**src/rtl/cpu6_ifid_buf.sv**
```systemverilog
// rtl/cpu6_ifid_buf.sv - decode-side instruction FIFO with write-time immediate-format classification
//
// Ports:
//   clk, resetn                 rising-edge clock, synchronous active-low reset
//   f_valid/f_ready/f_instr/f_pc
//                               fetch-side handshake and payload
//   flush                       discards every buffered and in-flight instruction
//   d_valid/d_ready             decode-side handshake
//   d_instr/d_pc/d_immtype/d_illegal
//                               head entry, all zero while d_valid=0
module cpu6_ifid_buf #(
    parameter int DEPTH                = 2,
    parameter int PTR_W                = 1,
    parameter int CPU6_XLEN            = 32,
    parameter int CPU6_BRANCHTYPE_SIZE = 3
) (
    input  logic                            clk,
    input  logic                            resetn,
    input  logic                            f_valid,
    output logic                            f_ready,
    input  logic [31:0]                     f_instr,
    input  logic [CPU6_XLEN-1:0]            f_pc,
    input  logic                            flush,
    output logic                            d_valid,
    input  logic                            d_ready,
    output logic [31:0]                     d_instr,
    output logic [CPU6_XLEN-1:0]            d_pc,
    output logic [CPU6_BRANCHTYPE_SIZE-1:0] d_immtype,
    output logic                            d_illegal
);

    localparam logic [CPU6_BRANCHTYPE_SIZE-1:0] CPU6_IMMTYPE_NONE = CPU6_BRANCHTYPE_SIZE'(0);
    localparam logic [CPU6_BRANCHTYPE_SIZE-1:0] CPU6_IMMTYPE_I    = CPU6_BRANCHTYPE_SIZE'(1);
    localparam logic [CPU6_BRANCHTYPE_SIZE-1:0] CPU6_IMMTYPE_S    = CPU6_BRANCHTYPE_SIZE'(2);
    localparam logic [CPU6_BRANCHTYPE_SIZE-1:0] CPU6_IMMTYPE_B    = CPU6_BRANCHTYPE_SIZE'(3);

    logic [31:0]                     instr_mem   [DEPTH];
    logic [CPU6_XLEN-1:0]            pc_mem      [DEPTH];
    logic [CPU6_BRANCHTYPE_SIZE-1:0] immtype_mem [DEPTH];
    logic                            illegal_mem [DEPTH];

    logic [PTR_W-1:0] wr_ptr;
    logic [PTR_W-1:0] rd_ptr;
    logic [PTR_W:0]   count;

    logic                            full;
    logic                            push;
    logic                            pop;
    logic [CPU6_BRANCHTYPE_SIZE-1:0] wr_immtype;
    logic                            wr_illegal;

    assign full    = (count == (PTR_W+1)'(DEPTH));
    // No d_ready term here: keeps decode stall off the fetch timing path.
    assign f_ready = !full && !flush && resetn;
    assign d_valid = (count != '0);
    assign push    = f_valid && f_ready;
    assign pop     = d_valid && d_ready && !flush;

    // Classify on the way in so the immediate decoder sees a registered select.
    // Every recognised opcode ends in 2'b11, so compressed/bad encodings fall to default.
    always_comb begin
        wr_immtype = CPU6_IMMTYPE_NONE;
        wr_illegal = 1'b0;
        case (f_instr[6:0])
            7'b0000011, 7'b0010011, 7'b1100111,
            7'b1110011, 7'b0001111:             wr_immtype = CPU6_IMMTYPE_I;
            7'b0100011:                         wr_immtype = CPU6_IMMTYPE_S;
            7'b1100011:                         wr_immtype = CPU6_IMMTYPE_B;
            7'b0110011, 7'b0110111,
            7'b0010111, 7'b1101111:             wr_immtype = CPU6_IMMTYPE_NONE;
            default:                            wr_illegal = 1'b1;
        endcase
    end

    // Storage needs no reset; entries are only observed while counted.
    always_ff @(posedge clk) begin
        if (push) begin
            instr_mem[wr_ptr]   <= f_instr;
            pc_mem[wr_ptr]      <= f_pc;
            immtype_mem[wr_ptr] <= wr_immtype;
            illegal_mem[wr_ptr] <= wr_illegal;
        end
    end

    always_ff @(posedge clk) begin
        if (!resetn || flush) begin
            wr_ptr <= '0;
            rd_ptr <= '0;
            count  <= '0;
        end else begin
            if (push) wr_ptr <= wr_ptr + PTR_W'(1);
            if (pop)  rd_ptr <= rd_ptr + PTR_W'(1);
            if (push && !pop)      count <= count + (PTR_W+1)'(1);
            else if (pop && !push) count <= count - (PTR_W+1)'(1);
        end
    end

    assign d_instr   = d_valid ? instr_mem[rd_ptr]   : '0;
    assign d_pc      = d_valid ? pc_mem[rd_ptr]      : '0;
    assign d_immtype = d_valid ? immtype_mem[rd_ptr] : CPU6_IMMTYPE_NONE;
    assign d_illegal = d_valid ? illegal_mem[rd_ptr] : 1'b0;

endmodule

```
**config.mk**
```make
export PLATFORM = sky130hd
export DESIGN_NAME = cpu6_ifid_buf
export DESIGN_NICKNAME = d
export VERILOG_FILES = /design/src/rtl/cpu6_ifid_buf.sv
export SDC_FILE = /design/constraint.sdc
export NUM_CORES = 1
export LEC_CHECK = 0
export ABC_AREA = 1
export CAP_MARGIN = 20
export CORE_UTILIZATION = 49
export DETAILED_ROUTE_END_ITERATION = 8
export PLACE_DENSITY = 0.85
export SETUP_SLACK_MARGIN = 0.1
export SYNTH_ARGS = -nofsm -noshare
export SYNTH_HDL_FRONTEND = slang
export SYNTH_SLANG_ARGS = --single-unit
export TNS_END_PERCENT = 10
```
**constraint.sdc**
```tcl
create_clock -name clk -period 6.85 [get_ports clk]
set_input_delay 2.055 -clock clk [delete_from_list [all_inputs] [get_ports clk]]
set_output_delay 2.055 -clock clk [all_outputs]
set_load 0.02 [all_outputs]
```
==> results.txt, run 1 <==
Required time of the critical path = 4.80 ns
Cell Pwr Density = 268 nW/µm²
Slowest stage delay, CP = 0.59 ns
Crit Path Class = input port to output pin
Hold WC Path Type = flop to flop
Drt total wl = 11,300 µm
Pre-CTS setup slack = 1.33 ns
EDFF count, synth = 134
Vias/cell = 5.08
Final min period = 5.51 ns
Worst Reg-to-Reg Cells = 5
Worst-Skew Late Latency = 0.40 ns
Syn Std Cell Area = 5580 µm²
Hold path depth = 2
Setup TNS Final = 0 ns
Post-route insts no fill = 726
Crit-path slowest cell = clkdlybuf4s50_1
Ys flop type = edfxtp_1
Max Clk Rate = 181 MHz
Ant. Diodes = 0
RSZ-0062 raised after global routing = false
Post-CTS Hold Buffers = 0
Async set-or-reset flop fraction in the synthesized netlist = 0
Combinational power share = 0.068
Post-cts gate resize count = 0
Post-Synthesis Net Count = 504
Startpoint types = input port
VDD IR max = 0.000172 V
Total power = 2.05 mW
Clock skew = 0.00844 ns
Core Area = 11,000 µm²
Largest net degree at the start of global routing = 69
Initial antenna violation count = 0
First-pass GRT wire length = 17,500 µm
Top-count cell post-synth = nand2_1
CTS buffer count = 17
CTS root buf = clkbuf_16
Clk slew on worst S/H paths = 0.06 ns
Via count = 3,687
Total iterations of the first detailed-routing run = 5
Die area = 11,800 µm²
Crit Path Max Fanout = 6
Cell variety after synth = 21
First DRT Iteration DRCs = 171
LEAKAGE = 2.67 nW
Most instantiated cells after synthesis = nand2_1, edfxtp_1, a21oi_1
# H-tree levels = 4
Number of synthesized register bits = 139
CP cell instances = clkdlybuf4s50_1 > inv_1 > nor2_2 > and2_1 > clkdlybuf4s50_1
Fraction of layout cells with a size suffix above 1 = 0.126
Critical path arrival = 3.46 ns
Final Max Tran Viols = 0
TritonCTS clock tree = done
Slew @ Worst Pin = 0.895 ns
Synth warnings = 0
Max-cap violations = 0
Gpl congestion = 0.786
CP Capture Type = output pin
Post-DRT Antenna Nets = 0
Setup ws final = 1.34 ns
Height of the die = 109 µm
Max clock buf depth = 2
Fin Hold WS = 0.467 ns
Hpwl dp = 7060 µm
Chip Width = 109 µm
Seq/Total Area, Yosys = 0.739
Post-Syn Instances = 434
Slew Limit Headroom = 0.402
Cell taking the most area after synthesis = edfxtp_1
Layout area overhead = 37.1%
Final net count = 643
CP delay by family, top = buffers and inverters
Most used cell, CP = clkdlybuf4s50_1
Grt ovf = 0
Sequential fraction of design power = 0.464
Final Cycle Share = 0.804
Gr usage total = 0.198
Remaining DRCs = 0
# rows = 38
Clk pwr share = 0.469
Postcts setup bufs = 0
Initial Utilization = 0.508
Endpoints failing setup = 0
Hold Crit Start = rd_ptr
R2R Setup Slk = 4.35 ns
Cell internal pwr = 1.66 mW
RR Endpoint = instr_mem[1][5]
Placed cell count = 692
DR WL/cell = 15.5 µm
Ports = 139
Sw Share = 0.193
Share of the synthesized area in the top cell type = 0.721
Synth Area per Inst = 12.9 µm²
Synth top area cells = edfxtp_1, nand2_1, a21oi_2
Number of global-route vias before repair = 3,718
P_sw = 396 µW
Outcome = finished, final reports clean
Fin. Hold Viols = 0
Buf/Inv on CP = 3
IO buf count = 137
Reg-to-reg critical path startpoint = count[0]
Sink Count = 139
[flip-flops by register name, summed over array words and instances, names as in the netlist, named ones only]
register and cells:
instr_mem 64, pc_mem 64, immtype_mem 4, count 2, illegal_mem 2, rd_ptr 1
wr_ptr 1
[worst max path at each step]
stage | startpoint | depth (start not counted) | endpoint
after floorplan | resetn | 4 | illegal_mem[0]
after global placement | resetn | 5 | f_ready
after detailed placement | resetn | 5 | f_ready
after CTS | resetn | 5 | f_ready
after global routing | resetn | 5 | f_ready
final | resetn | 5 | f_ready
[logic make-up (layout without fill, tap and decap cells)]
| kind of cell | after synthesis | in the layout | share of synthesized area |
|---|---|---|---|
| buf+inv | 40 | 192 | 0.0457 |
| fa+ha+maj | 1 | 1 | 0.00224 |
| other cells | 1 | 1 | 0.000672 |
| simple gates | 176 | 176 | 0.123 |
| compound gates | 77 | 77 | 0.0892 |
| flops | 139 | 139 | 0.739 |
[power by group through the flow]
stage | logic [mW] | clock network (mW) | registers (mW)
final | 0.139 | 0.962 | 0.951
after global routing | 0.149 | 1.01 | 0.952
after CTS | 0.139 | 0.976 | 0.952
after detailed placement | 0.137 | 0 | 0.969
after global placement | 0.133 | 0 | 0.968
after floorplan | 0.0594 | 0 | 0.970
[tightest hold or removal path, delay by kind of cell (launching register included)]
kind	cells	cell delay, ns
buffers and inverters	1	0.07
flip-flops	1	0.30
AO/OA/AOI/OAI	1	0.06
[metrics by stage]
stage	utilization	instance area [µm²]
3_3_place_gp	0.636	6980
4_1_cts	0.693	7610
5_1_grt	0.697	7650
6_report	0.697	7650
3_5_place_dp	0.636	6980
2_1_floorplan	-	5580
[placed cells by master, fill, tap and decap left out, types with 5 or more instances in the layout]
master	count
nand2_1	154
nor2_1	9
a21oi_2	30
a21oi_1	43
edfxtp_1	134
inv_1	13
bufinv_16	5
nand3_1	5
clkdlybuf4s50_1	137
clkbuf_16	17
[routing by layer]
metal	part of all wire	global-route usage	vias to the layer above
li1	-	-	1779
met1	0.40	0.228	1765
met2	0.52	0.350	133
met3	0.068	0.0628	10
met4	0.0090	0.0656	0
met5	0	0	-
[final cells by class]
class,instances,area (µm²)
multi-input cells,255,1220
clock buffers,18,429
fillers,769,3330
flip-flops and latches,139,4130
clock inverters,14,200
inverters,17,63.8
well taps,140,175
repair buffers,143,1440
Power figures use the tool's default switching activity.
==> run 2, diff against run 1 <==
==> constraint.sdc (replaced) <==
create_clock -name clk -period 5.59 [get_ports clk]
set_input_delay 1.677 -clock clk [delete_from_list [all_inputs] [get_ports clk]]
set_output_delay 1.677 -clock clk [all_outputs]
set_load 0.02 [all_outputs]
==> run 2 against run 1 <==
Net effect: final cell count down 0.14%; highest routed layer unchanged; clock skew down 0.0016 ns; register-to-register slack worse by 0.95 ns; worst hold slack better by 0.023 ns; die area unchanged; cell area down 0.20%; utilization down 0.14 points; critical path depth unchanged; non-clock buffer count down 1; power up 21%; sequential share of layout area up 0.11 points.
==> results.txt, run 2 (synthesis gave the netlist of run 1 again) <==
Core Area = 11,000 µm² (unchanged)
Fin Hold WS = 0.490 ns (+0.0226 ns)
Cell Pwr Density = 324 nW/µm² (+21%)
Layout area overhead = 36.8%
# rows = 38 (unchanged)
Pre-CTS setup slack = 0.815 ns (-0.519 ns)
Clock skew = 0.00681 ns (-0.00163 ns)
CTS buffer count = 17 (unchanged)
Worst Reg-to-Reg Cells = 5 (unchanged)
Post-DP Area = 7010 µm² (+0.36%)
DR WL/cell = 16.2 µm (+4.0%)
TritonCTS clock tree = done
Gr busiest metal = met2
Fraction of layout cells with a size suffix above 1 = 0.126 (+0.000216)
Die area = 11,800 µm² (unchanged)
Via count = 3,729 (+1.1%)
Required time of the critical path = 3.91 ns (-0.89 ns)
Sink Count = 139 (unchanged)
Hold WC Path Type = flop to flop
Met2 usage = 0.368 (+0.0176)
Slew @ Worst Pin = 0.893 ns (-0.00144 ns)
IO buf count = 137 (unchanged)
Startpoint types = input port
Clk slew on worst S/H paths = 0.06 ns (about the same)
LEAKAGE = 2.65 nW (-0.43%)
Worst-Skew Late Latency = 0.41 ns (about the same)
Initial Utilization = 0.508 (unchanged)
First-pass GRT wire length = 18,100 µm (+3.9%)
Height of the die = 109 µm (unchanged)
Crit Path Class = input port to output pin
Remaining DRCs = 0 (unchanged)
VDD IR max = 0.000202 V (+18%)
Setup TNS Final = 0 ns (unchanged)
Post-cts gate resize count = 0 (unchanged)
R2R Setup Slk = 3.40 ns (-0.95 ns)
RSZ-0062 raised after global routing = false
Final Max Tran Viols = 0 (unchanged)
Grt ovf = 0 (unchanged)
CP Capture Type = output pin
Total iterations of the first detailed-routing run = 5 (unchanged)
Reg-to-reg critical path startpoint = count[0]
Post-CTS Hold Buffers = 0 (unchanged)
Met1 usage = 0.234 (+0.00650)
Hpwl dp = 7120 µm (+0.85%)
Final min period = 4.77 ns
Endpoints failing setup = 0 (unchanged)
Largest net degree at the start of global routing = 68 (-1.4%)
Drt total wl = 11,700 µm (+3.8%)
Number of global-route vias before repair = 3,838 (+3.2%)
Hold Crit Start = rd_ptr
Gpl congestion = 0.712 (-9.4%)
Critical path arrival = 3.09 ns (-0.37 ns)
Ant. Diodes = 0 (unchanged)
First DRT Iteration DRCs = 201 (+18%)
Largest regs = instr_mem (64), pc_mem (64), immtype_mem (4)
Initial antenna violation count = 0 (unchanged)
Finished Cell Area = 7640 µm² (-0.20%)
Setup ws final = 0.818 ns (-0.521 ns)
Hold path depth = 2 (unchanged)
Final net count = 642 (-0.16%)
Commonest non-fill, non-tap cell in the layout = nand2_1
Chip Width = 109 µm (unchanged)
Fin. Hold Viols = 0 (unchanged)
Met3 Resource Use GR = 0.0669 (+0.00418)
Postcts setup bufs = 0 (unchanged)
Crit Path Max Fanout = 6 (unchanged)
Most frequent cells in the layout = nand2_1, clkdlybuf4s50_1, edfxtp_1, a21oi_1, a21oi_2
RR Endpoint = pc_mem[1][15]
Max clock buf depth = 2 (unchanged)
Vias/cell = 5.14 (+1.3%)
Fillers = 751 (-2.3%)
Max-cap violations = 0 (unchanged)
Post-DRT Antenna Nets = 0 (unchanged)
Slew Limit Headroom = 0.403 (+0.000965)
Max Clk Rate = 210 MHz
Gr usage total = 0.210 (+0.0114)
Outcome = finished, final reports clean
# H-tree levels = 4 (unchanged)
Ports = 139 (unchanged)
CTS root buf = clkbuf_16
Final Cycle Share = 0.854
-- run 2: layout make-up --
type	count	area [µm²]	area share
Inverter	17	63.8	0.00836
Sequential cell	139	4130	0.540
Clock buffer	20	437	0.0572
Tap cell	140	175	0.0229
Clock inverter	12	173	0.0226
Multi-Input combinational cell	255	1220	0.159
Timing Repair Buffer	142	1450	0.189
-- run 2: worst max-delay path: stages --
cell	delay, ns
clkdlybuf4s50_1	0.46
inv_1	0.06
nor2_2	0.16
and2_1	0.15
clkdlybuf4s50_1	0.59
-- run 2: per-layer routing --
metal	share of wire	wire length, µm
met4	0.016	183
met3	0.070	820
met1	0.38	4470
met2	0.53	6240
met5	0	0
-- run 2: power by group --
group          switching, mW  internal, mW  total, mW
combinational         0.0873        0.0829      0.170
clock                  0.395         0.743       1.14
sequential           0.00452          1.16       1.17
-- run 2: worst max-delay path by stage --
stage                      start             end  cells past startpoint
after global placement    resetn         f_ready                      5
after detailed placement  resetn         f_ready                      5
final                     resetn         f_ready                      5
after floorplan           resetn  illegal_mem[0]                      4
after CTS                 resetn         f_ready                      5
after global routing      resetn         f_ready                      5
-- run 2: per-stage QoR --
stage	instances	util	total power, mW
floorplan	434	-	1.26
CTS	724	0.693	2.49
detailed placement	692	0.638	1.36
finish	725	0.695	2.47
global placement	692	0.638	1.35
global route	725	0.695	2.55
==> run 3, diff against run 2 <==
--- a/config.mk
+++ b/config.mk
@@ -7,9 +7,11 @@
 export LEC_CHECK = 0
 export ABC_AREA = 1
 export CAP_MARGIN = 20
+export CORE_MARGIN = 2
 export CORE_UTILIZATION = 49
 export DETAILED_ROUTE_END_ITERATION = 8
 export PLACE_DENSITY = 0.85
+export RECOVER_POWER = 100
 export SETUP_SLACK_MARGIN = 0.1
 export SYNTH_ARGS = -nofsm -noshare
 export SYNTH_HDL_FRONTEND = slang
==> run 3 against run 2 <==
Net effect: die area rose by 3.7%; power fell by 1.3%; cell area fell by 0.13%; utilization fell by 0.091 points; largest power group unchanged; critical path depth did not move; register-to-register slack got worse by 0.58 ns; final cell count rose by 0.14%; the run now ends with max-capacitance violations, max-slew violations left; highest routed layer unchanged; clock-buffer cell count did not move; routed wire length rose by 1.4%; sequential share of layout area rose by 0.071 points; sequential power barely moved.
==> results.txt, run 3 (synthesis gave the netlist of run 1 again) <==
Ports = 139 (unchanged)
Final Max Tran Viols = 68 (+68)
Cell count along the critical path = 5 (unchanged)
CP delay by family, top = buffers and inverters
Number of global-route vias before repair = 3,942 (+2.7%)
Drt total wl = 11,900 µm (+1.4%)
Startpoint types = input port
RR Endpoint = instr_mem[0][22]
Setup ws final = 0.558 ns (-0.260 ns)
Final min period = 5.03 ns (+0.260 ns)
Crit-path slowest cell = dlygate4sd3_1
CTS buffer count = 17 (unchanged)
DR WL/cell = 16.4 µm (+1.3%)
Most used cell, CP = dlygate4sd3_1
Pre-CTS setup slack = 0.799 ns (-0.0153 ns)
Finished Cell Area = 7630 µm² (-0.13%)
Post-DP Area = 7010 µm² (unchanged)
R2R Setup Slk = 2.82 ns (-0.58 ns)
Combinational power share = 0.064 (-0.005)
Hold Crit Start = rd_ptr
Cell Pwr Density = 320 nW/µm² (-1.2%)
Ant. Diodes = 0 (unchanged)
CTS root buf = clkbuf_16
Slew Limit Headroom = -0.204 (-0.607)
Failing checks = max-capacitance violations, max-slew violations
Post-route insts no fill = 726 (+0.14%)
Max Clk Rate = 199 MHz (-5.2%)
Worst Reg-to-Reg Cells = 5 (unchanged)
Vias/cell = 5.23 (+1.8%)
Slowest stage delay, CP = 0.68 ns (+0.09 ns)
Total power = 2.44 mW (-1.3%)
First-pass GRT wire length = 19,300 µm (+6.5%)
First DRT Iteration DRCs = 273 (+36%)
Routed wl met3 = 735 µm (-10%)
Total iterations of the first detailed-routing run = 5 (unchanged)
Sequential fraction of design power = 0.478 (+0.007)
Slew @ Worst Pin = 1.80 ns (+0.911 ns)
Post-DRT Antenna Nets = 0 (unchanged)
Post-cts gate resize count = 0 (unchanged)
Sink Count = 139 (unchanged)
Met2 routed WL = 6280 µm (+0.75%)
# H-tree levels = 4 (unchanged)
CP cell instances = dlygate4sd3_1 > inv_1 > nor2_1 > and2_1 > dlygate4sd3_1
CP Capture Type = output pin
Post-CTS Hold Buffers = 0 (unchanged)
Largest regs = instr_mem (64), pc_mem (64), immtype_mem (4)
Gr usage total = 0.199 (-0.0108)
Met1 wire length = 4710 µm (+5.3%)
Initial antenna violation count = 0 (unchanged)
Final Util = 0.694 (-0.000911)
Commonest non-fill, non-tap cell in the layout = nand2_1
Via count = 3,800 (+1.9%)
RSZ-0062 raised after global routing = false
Cell internal pwr = 1.94 mW (-2.4%)
Fraction of layout cells with a size suffix above 1 = 0.128 (+0.00149)
LEAKAGE = 2.89 nW (+8.9%)
Crit Path Class = input port to output pin
VDD IR max = 0.000230 V (+14%)
Placed cell count = 692 (unchanged)
Final net count = 643 (+0.16%)
P_sw = 500 µW (+2.8%)
Most frequent cells in the layout = nand2_1, edfxtp_1, dlygate4sd3_1, a21oi_1, a21oi_2
Required time of the critical path = 3.91 ns (about the same)
Final Cycle Share = 0.900 (+0.0465)
Postcts setup bufs = 0 (unchanged)
Initial Utilization = 0.508 (unchanged)
Largest net degree at the start of global routing = 68 (unchanged)
Top sig layer = met4
Hold path depth = 2 (unchanged)
Setup TNS Final = 0 ns (unchanged)
Fin. Hold Viols = 0 (unchanged)
IO buf count = 137 (unchanged)
Remaining DRCs = 0 (unchanged)
Layout area overhead = 36.7%
Max clock buf depth = 2 (unchanged)
Worst-Skew Late Latency = 0.40 ns (about the same)
# rows = 38 (unchanged)
Outcome = finished with violations
Reg-to-reg critical path startpoint = count[0]
Hpwl dp = 7230 µm (+1.5%)
Fin Hold WS = 0.480 ns (-0.00991 ns)
Sw Share = 0.205 (+0.00834)
Clk pwr share = 0.458 (-0.002)
Endpoints failing setup = 0 (unchanged)
Die area = 12,300 µm² (+3.7%)
Critical path arrival = 3.35 ns (+0.26 ns)
Buf/Inv on CP = 3 (unchanged)
Height of the die = 111 µm (+1.8%)
Gpl congestion = 0.757 (+6.3%)
TritonCTS clock tree = done
Chip Width = 111 µm (+1.8%)
Hold WC Path Type = flop to flop
Clock skew = 0.00635 ns (-0.000460 ns)
Max-cap violations = 2 (+2)
Crit Path Max Fanout = 6 (unchanged)
Clk slew on worst S/H paths = 0.06 ns (about the same)
Grt ovf = 0 (unchanged)
Core Area = 11,000 µm² (unchanged)
## run 3: metal layers
metal  vias to the layer above  track usage
met3                        14       0.0547
met1                      1849        0.241
met2                       153        0.350
met4                         0       0.0583
met5                         -            0
li1                       1784            -
## run 3: area by class of cell
type | instances | area (µm²)
Tap cell | 140 | 175
Clock buffer | 20 | 447
Inverter | 17 | 63.8
Multi-Input combinational cell | 255 | 1200
Clock inverter | 12 | 148
Timing Repair Buffer | 143 | 1460
Sequential cell | 139 | 4130
Fill cell | 735 | 3360
## run 3: worst max path at each step
| stage | from | endpoint | slack (ns) |
|---|---|---|---|
| floorplan | resetn | illegal_mem[0] | 0.28 |
| global placement | resetn | f_ready | 0.85 |
| detailed placement | resetn | f_ready | 0.80 |
| CTS | resetn | f_ready | 0.80 |
| global route | resetn | f_ready | 0.50 |
| finish | resetn | f_ready | 0.56 |
## run 3: power groups by stage
stage	clock network, mW	logic, mW	registers, mW
after floorplan	0	0.0728	1.19
after global placement	0	0.164	1.19
after detailed placement	0	0.170	1.19
after CTS	1.13	0.171	1.17
after global routing	1.18	0.170	1.17
final	1.12	0.157	1.17
## run 3: tightest hold or removal path, cell delays in order (launching register included)
cell and delay [ns]:
dfxtp_1 0.30, inv_1 0.08, a21oi_1 0.06
